==> src/rtl/reg_bank_pkg.sv <==
// Shared constants and the bulk-clear state type for the 32x32 register bank
// and the 32:1 word mux it feeds.
package reg_bank_pkg;

    localparam int DATA_W   = 32;
    localparam int NREGS    = 32;
    localparam int ADDR_W   = 5;
    localparam int WR_CNT_W = 16;

    typedef enum logic {
        IDLE  = 1'b0,
        CLEAR = 1'b1
    } clr_state_e;

endpackage

==> src/rtl/reg_bank_clr_seq.sv <==
// Bulk-clear sequencer: sweeps clr_idx over every entry once per clr_req,
// asserting clr_we and busy for exactly NREGS cycles.
module reg_bank_clr_seq
    import reg_bank_pkg::*;
(
    input  logic              clk,
    input  logic              rst_n,
    input  logic              clr_req,
    output logic              busy,
    output logic              clr_we,
    output logic [ADDR_W-1:0] clr_idx,
    output clr_state_e        state
);

    clr_state_e        state_q, state_d;
    logic [ADDR_W-1:0] idx_q, idx_d;

    always_ff @(posedge clk or negedge rst_n) begin
        if (!rst_n) begin
            state_q <= IDLE;
            idx_q   <= '0;
        end else begin
            state_q <= state_d;
            idx_q   <= idx_d;
        end
    end

    // clr_req is only looked at in IDLE, so a pulse mid-sweep never restarts it.
    always_comb begin
        state_d = state_q;
        idx_d   = idx_q;
        case (state_q)
            IDLE: begin
                if (clr_req) begin
                    state_d = CLEAR;
                    idx_d   = '0;
                end
            end
            CLEAR: begin
                idx_d = idx_q + ADDR_W'(1);
                if (idx_q == ADDR_W'(NREGS - 1)) begin
                    state_d = IDLE;
                end
            end
            default: begin
                state_d = IDLE;
                idx_d   = '0;
            end
        endcase
    end

    assign busy    = (state_q == CLEAR);
    assign clr_we  = (state_q == CLEAR);
    assign clr_idx = idx_q;
    assign state   = state_q;

endmodule

==> src/rtl/reg_bank_32x32.sv <==
// 32-entry x 32-bit register bank with one write port, a sequenced bulk clear
// and a saturating write counter; every entry is exposed flop-direct on regs_flat.
module reg_bank_32x32
    import reg_bank_pkg::*;
#(
    parameter int ZERO_REG = 1
) (
    input  logic                      clk,
    input  logic                      rst_n,
    input  logic                      wr_en,
    input  logic [ADDR_W-1:0]         wr_addr,
    input  logic [DATA_W-1:0]         wr_data,
    output logic                      wr_ready,
    input  logic                      clr_req,
    output logic                      busy,
    output logic [DATA_W*NREGS-1:0]   regs_flat,
    output logic [WR_CNT_W-1:0]       wr_count
);

    logic [DATA_W-1:0] mem [NREGS];
    logic              clr_we;
    logic [ADDR_W-1:0] clr_idx;
    clr_state_e        clr_state;
    logic              wr_acc;

    reg_bank_clr_seq u_clr_seq (
        .clk     (clk),
        .rst_n   (rst_n),
        .clr_req (clr_req),
        .busy    (busy),
        .clr_we  (clr_we),
        .clr_idx (clr_idx),
        .state   (clr_state)
    );

    // Write handshake: a write transfers on a rising edge where wr_en and
    // wr_ready are both high; wr_en while wr_ready is low is dropped, not held.
    assign wr_ready = (clr_state == IDLE);
    assign wr_acc   = wr_en && wr_ready;

    always_ff @(posedge clk or negedge rst_n) begin
        if (!rst_n) begin
            for (int i = 0; i < NREGS; i++) begin
                mem[i] <= '0;
            end
        end else if (clr_we) begin
            mem[clr_idx] <= '0;
        end else if (wr_acc && !(ZERO_REG != 0 && wr_addr == '0)) begin
            mem[wr_addr] <= wr_data;
        end
    end

    // Discarded zero-register writes still count as accepted.
    always_ff @(posedge clk or negedge rst_n) begin
        if (!rst_n) begin
            wr_count <= '0;
        end else if (wr_acc && (wr_count != {WR_CNT_W{1'b1}})) begin
            wr_count <= wr_count + WR_CNT_W'(1);
        end
    end

    for (genvar k = 0; k < NREGS; k++) begin : g_flat
        assign regs_flat[k*DATA_W +: DATA_W] = mem[k];
    end

endmodule

==> config.mk <==
export PLATFORM = sky130hd
export DESIGN_NAME = reg_bank_32x32
export DESIGN_NICKNAME = d
export VERILOG_FILES = /design/src/rtl/reg_bank_pkg.sv /design/src/rtl/reg_bank_clr_seq.sv /design/src/rtl/reg_bank_32x32.sv
export SDC_FILE = /design/constraint.sdc
export NUM_CORES = 1
export LEC_CHECK = 0
export CAP_MARGIN = 15
export CORE_AREA = 2 2 417 419
export DETAILED_ROUTE_END_ITERATION = 16
export DIE_AREA = 0 0 419 421
export SKIP_LAST_GASP = 1
export SYNTH_ARGS = -nofsm -noshare
export SYNTH_HDL_FRONTEND = slang
export SYNTH_SLANG_ARGS = --single-unit
==> constraint.sdc <==
create_clock -name clk -period 2.2 [get_ports clk]
set_input_delay 0.33 -clock clk [delete_from_list [all_inputs] [get_ports clk]]
set_output_delay 0.33 -clock clk [all_outputs]
set_load 0.05 [all_outputs]
### Word-level counts from Yosys, hierarchy flattened

Index checks and enable logic that the tools add are counted.

| storage, ports and cells | value |
|---|---|
| register bits | 1046 |
| input port bits | 41 |
| word-level logic and storage cells | 69 |

| cells by class | value |
|---|---|
| add/subtract/negate cells | 2 |
| magnitude comparators | 4 |
| equal/unequal tests | 3 |
| muxes and demuxes | 12 |
| bitwise gates (word level) | 5 |
| reductions and logical operators | 8 |

Operator list:

| kind | count |
|---|---|
| $mux W1024 | 2 |
| $and A1024 B1024 Y1024 | 1 |
| $bwmux W1024 | 1 |
| $not A1024 Y1024 | 1 |
| $demux W32 S5 | 2 |
| $mux W32 | 2 |
| $add A16 B1 Y16 const B | 1 |
| $ne A16 B16 Y1 const B | 1 |
| $ge A6 B6 Y1 const B | 2 |
| $lt A6 B1 Y1 const B | 2 |
| $not A5 Y6 | 2 |
| $pmux W5 S2 | 1 |
| $add A5 B1 Y5 const B | 1 |
| $eq A5 B5 Y1 const B | 1 |
| $logic_and A1 B1 Y1 | 5 |
| $logic_not A5 Y1 | 1 |
| $mux W5 | 1 |
| $mux W1 | 2 |
| $ne A2 B1 Y1 const B | 1 |
| $pmux W1 S2 | 1 |
| $reduce_bool A2 Y1 | 1 |
| $logic_not A1 Y1 | 1 |
| $not A1 Y1 | 1 |

### Logic depth before layout (Yosys ltp)

| depth | value |
|---|---|
| word-level depth | 8 |
| depth in mapped cells | 7 |
| depth with buffers taken out | 6 |

### Modules after synthesis

From an unflattened synthesis, not the netlist that was laid out.

| unflattened totals | value |
|---|---|
| cells, all modules | 3371 |
| area total of the unflattened synthesis | 37957.7 um2 |

Modules (own cells, without submodules):

| module | times used | cells an instance | area an instance (um2) |
|---|---|---|---|
| reg_bank_32x32 | 1 | 3347 | 37651.1 |
| reg_bank_clr_seq | 1 | 24 | 306.5 |

### Worst setup path before layout

No wires, ideal clock.

| timing | value |
|---|---|
| path kind | register -> register |
| start | register wr_count[0] |
| end | register wr_count[1] |
| setup time | 0.128 ns |
| data arrival time | 1.949 ns |
| data required time | 2.072 ns |
| slack | 0.123 ns |
| stages on the path, launching flop included | 6 |
| period minus slack after synthesis | 2.077 ns |
| cells stage by stage | dfrtp_1 -> ha_1 -> nand3_1 -> nor4_2 -> nor2_1 -> mux2_1 |

| between the ends | value |
|---|---|
| longest elaborated chain between the ends | 2 |

RTL lines:

| item | RTL line | text |
|---|---|---|
| start: declaration | reg_bank_32x32.sv:17 | `output logic [WR_CNT_W-1:0] wr_count` |
| start signal: assignment | reg_bank_32x32.sv:58 | `wr_count <= wr_count + WR_CNT_W'(1);` |
| branches (longest 2 deep; another with $add A16 B1 Y16) | n/a |  |

Several ways; the timed one is not identified.
A chain may end at the register's enable or synchronous reset.

### Worst setup path in the final report

| timing | value |
|---|---|
| start | register u_clr_seq.state_q, in the netlist u_clr_seq.busy |
| end | register mem (netlist bit regs_flat[563]) |

| between the ends | value |
|---|---|
| longest elaborated chain between the ends | 4 |

RTL lines:

| item | RTL line | text |
|---|---|---|
| start: declaration | reg_bank_clr_seq.sv:15 | `clr_state_e state_q, state_d;` |
| start signal: assignment | reg_bank_clr_seq.sv:23 | `state_q <= state_d;` |
| $not A1 Y1 | n/a |  |
| $logic_and A1 B1 Y1 | reg_bank_32x32.sv:39 | `assign wr_acc = wr_en && wr_ready;` |
| $logic_and A1 B1 Y1 | reg_bank_32x32.sv:48 | `end else if (wr_acc && !(ZERO_REG != 0 && wr_addr == '0)) begin` |
| $reduce_bool A2 Y1 (no source line) | n/a |  |
| end signal: indexed assignment | reg_bank_32x32.sv:49 | `mem[wr_addr] <= wr_data;` |
| end: declaration | reg_bank_32x32.sv:20 | `logic [DATA_W-1:0] mem [NREGS];` |

Parallel ways exist; a longest one is shown, timed or not.

==> flow_summary.json <==
{
  "status": "complete, no violations",
  "synth_cell_types": 57,
  "report.final.slew_viol_count": 0,
  "overflow": 0,
  "h-tree-depth": 3,
  "dr.first_iter.drc_count": 2647,
  "synth-xor-area-share_pct": 0.276,
  "ios": 1083,
  "met3_usage_pct": 4.86,
  "max_freq_mhz": 461,
  "hold_viol": 0,
  "fp.coreArea_mm2": 0.172,
  "tightest_slew_ns": 0.746,
  "fillCellCount": 17172,
  "synth-compound-area-share_pct": 23.7,
  "grt.met2_usage_pct": 35.9,
  "synth_edf_count": 0,
  "synthAdderAreaFrac_pct": 0.197,
  "clk_latency_ns": 0.78,
  "setup_tns_ns": 0,
  "wire_per_inst_um": 31.2,
  "routed_wl_um": 196000,
  "die_y_um": 421,
  "num_vias": 31273,
  "finalWeightedCongestion": 0.829,
  "fp.dieArea_mm2": 0.176,
  "grt.busiest_layer": "met2",
  "skew_ns": 0.0520,
  "final_nets": 3910,
  "start_kind": "flop",
  "p_per_area_mw_per_mm2": 1050,
  "fin_crit_sh_pct": 98.7,
  "grt_pass1_wl_um": 267000,
  "post-route-min-period_ns": 2.17,
  "syn_avg_cell_area_um2": 14.4,
  "antenna_found_initial": 15,
  "dieWidth_um": 419,
  "cts_max_path_buffers": 3,
  "met1_usage_pct": 26.8,
  "synth_top_family_by_area": "compound AO/OA/AOI/OAI gates",
  "cts_sinks": 1046,
  "synth_seq_cells": 1046,
  "worst-endpoint-required_ns": 2.82,
  "synth-simple-area-share_pct": 2.99,
  "reg2reg_from": "u_clr_seq.busy",
  "rows": 153,
  "clkTransAtPathRegs_ns": 0.07,
  "hold_class": "input port to async pin",
  "placement.io_buffers": 1082,
  "clockRootBuffer": "clkbuf_16",
  "synthMuxAreaShare_pct": 0.144,
  "drtPass1Iterations": 7,
  "critPathMaxFanout": 20,
  "reg2reg_slack_ns": 0.03,
  "r2r_cells": 7,
  "ys_async_sr_fraction_pct": 100,
  "layout-drive-gt1-share_pct": 16.3,
  "cts_tree": "built",
  "route.detailed.drc": 0,
  "ant_nets": 0,
  "yosysWarnings": 0,
  "path_class": "flop to flop",
  "ys.flop_type": "dfrtp_1",
  "irDropWorstVdd_v": 0.000656,
  "cp_data_arrival_time_ns": 2.79,
  "area_growth_pct": 52.8,
  "numCtsBuffers": 112,
  "grt_max_degree": 75,
  "syn_area_mm2": 0.0381,
  "hpwlAfterDp_um": 136000,
  "synth_nets": 2691,
  "grt_usage_pct": 21.6,
  "leakagePower_uw": 0.0312,
  "vias_per_cell": 4.98,
  "initial_core_util_pct": 22.1,
  "max_cap_violations": 0,
  "max-slew-margin-rel_pct": 50.2,
  "first_global_vias": 31157,
  "crit_path_end_kind": "flop",
  "setup_viol": 0,
  "r2r_end": "regs_flat[563]",
  "rsz0062_at_grt": "true",
  "synth.yosys.seq_area_share_pct": 68.7,
  "fin_area_mm2": 0.0583,
  "synth_cells": 2644,
  "placed_cell_area_mm2": 0.0553
}
registers in the layout (all words and copies together) (netlist names):
signal and cells:
regs_flat 1024, wr_count 16, u_clr_seq.clr_idx 5, u_clr_seq.busy 1
how the worst max path moves through the flow:
stage	start	cells past startpoint	endpoint	slack, ns
2_1_floorplan	wr_count[0]	5	wr_count[1]	0.12
3_3_place_gp	wr_addr[2]	6	regs_flat[223]	-0.53
3_5_place_dp	wr_addr[4]	6	regs_flat[223]	-0.48
4_1_cts	regs_flat[40]	1	regs_flat[40]	-0.14
5_1_grt	u_clr_seq.busy	7	wr_count[13]	-0.04
6_report	u_clr_seq.busy	7	regs_flat[563]	0.03
Yosys cell counts (2+ instances only):
| master | n | area, µm² |
|---|---|---|
| a211oi_1 | 2 | 15.0 |
| a21oi_1 | 6 | 30.0 |
| a21oi_2 | 4 | 35.0 |
| a22o_1 | 960 | 8410 |
| a22oi_1 | 11 | 82.6 |
| a31o_2 | 2 | 17.5 |
| a32oi_1 | 9 | 78.8 |
| and2_1 | 39 | 244 |
| and2b_1 | 2 | 15.0 |
| and3_1 | 8 | 50.1 |
| and4_1 | 2 | 17.5 |
| buf_1 | 28 | 105 |
| buf_2 | 136 | 681 |
| buf_6 | 9 | 101 |
| clkbuf_1 | 137 | 514 |
| dfrtp_1 | 1046 | 26200 |
| ha_1 | 6 | 75.1 |
| inv_1 | 36 | 135 |
| mux2_2 | 3 | 33.8 |
| nand2_1 | 15 | 56.3 |
| nand2b_1 | 4 | 25.0 |
| nand3_1 | 8 | 40.0 |
| nand3b_1 | 3 | 22.5 |
| nand4_1 | 6 | 37.5 |
| nor2_1 | 31 | 116 |
| nor2_2 | 6 | 37.5 |
| nor2_4 | 3 | 33.8 |
| nor2b_1 | 38 | 238 |
| nor3_1 | 6 | 30.0 |
| nor3b_1 | 3 | 22.5 |
| nor4_2 | 2 | 25.0 |
| nor4b_1 | 3 | 26.3 |
| o21ai_0 | 3 | 15.0 |
| o2bb2ai_1 | 32 | 280 |
| o31a_1 | 2 | 17.5 |
| or2_2 | 2 | 12.5 |
| xnor2_1 | 3 | 26.3 |
| xor2_1 | 9 | 78.8 |
power breakdown:
part | switching (µW) | internal (µW)
clock | 8480 | 12000
combinational | 13400 | 5080
sequential | 1200 | 21100
critical path, stage by stage, from the launching register on:
cell and delay [ns]:
dfrtp_4 0.50, buf_16 0.13, buf_4 0.15, buf_6 0.31, buf_4 0.30, nor2b_4 0.09, buf_12 0.16, a22o_1 0.28
routing by layer:
metal / wire length [µm] / up-vias / part of all wire (%)
met4: 9170 / 4 / 4.7
met5: 26 / - / 0.013
met2: 95300 / 1706 / 49
met3: 14500 / 410 / 7.4
met1: 76700 / 16717 / 39
li1: - / 12436 / -
through the flow:
step	total power, µW	utilization (%)	cells	hold WS [ns]	setup slack, ns
global route	63100	33.8	6280	0.112	-0.0362
CTS	61700	33.7	6277	0.0669	-0.137
floorplan	32800	-	2644	0.0344	0.123
detailed placement	42300	32.1	6061	0.321	-0.484
finish	61300	33.8	6282	0.121	0.0292
global placement	42200	32.1	6061	0.323	-0.531
what timing repair did:
action,4_1_cts,5_1_grt
pin swaps,0,0
endpoints found under the hold margin,359,0
gates cloned,2,0
setup endpoints to repair,1114,71
setup buffers,8,2
hold buffers,1,0
gates resized for setup,1061,5
final cells by class:
type / count / area (µm²) / share of cell area, %
well taps: 2325 / 2910 / 4.99
clock inverters: 45 / 683 / 1.17
multi-input cells: 1253 / 11100 / 19.1
flip-flops and latches: 1046 / 26200 / 44.9
clock buffers: 160 / 3310 / 5.68
repair buffers: 1413 / 13900 / 23.9
diodes: 3 / 7.51 / 0.0129
inverters: 37 / 144 / 0.247
logic make-up after synthesis:
| logic type | count (synthesis) |
|---|---|
| AOI/OAI and AO/OA | 1038 |
| xor gates and xnor gates | 12 |
| adders and majority gates | 6 |
| buffers and inverters | 347 |
| DFF | 1046 |
| muxes | 5 |
| and+or+nand+nor | 190 |
cells in the final DEF (no fill, tap or decap), types with 8 or more instances in the layout:
cell             instances
clkbuf_16              115
clkinv_2                17
dfrtp_1               1045
clkbuf_8                26
dlygate4sd2_1         1021
clkbuf_1                19
a22oi_2                 11
buf_4                  188
nor2_1                  15
a32oi_4                  8
nor2b_4                 32
and2_1                  35
nand2_1                 15
inv_1                   36
o2bb2ai_1               32
clkdlybuf4s50_1         39
nor2_4                  23
a22o_1                 960
buf_12                 147
bufinv_16               13
xor2_1                   9
No activity file was read; power rests on OpenSTA's default activity.
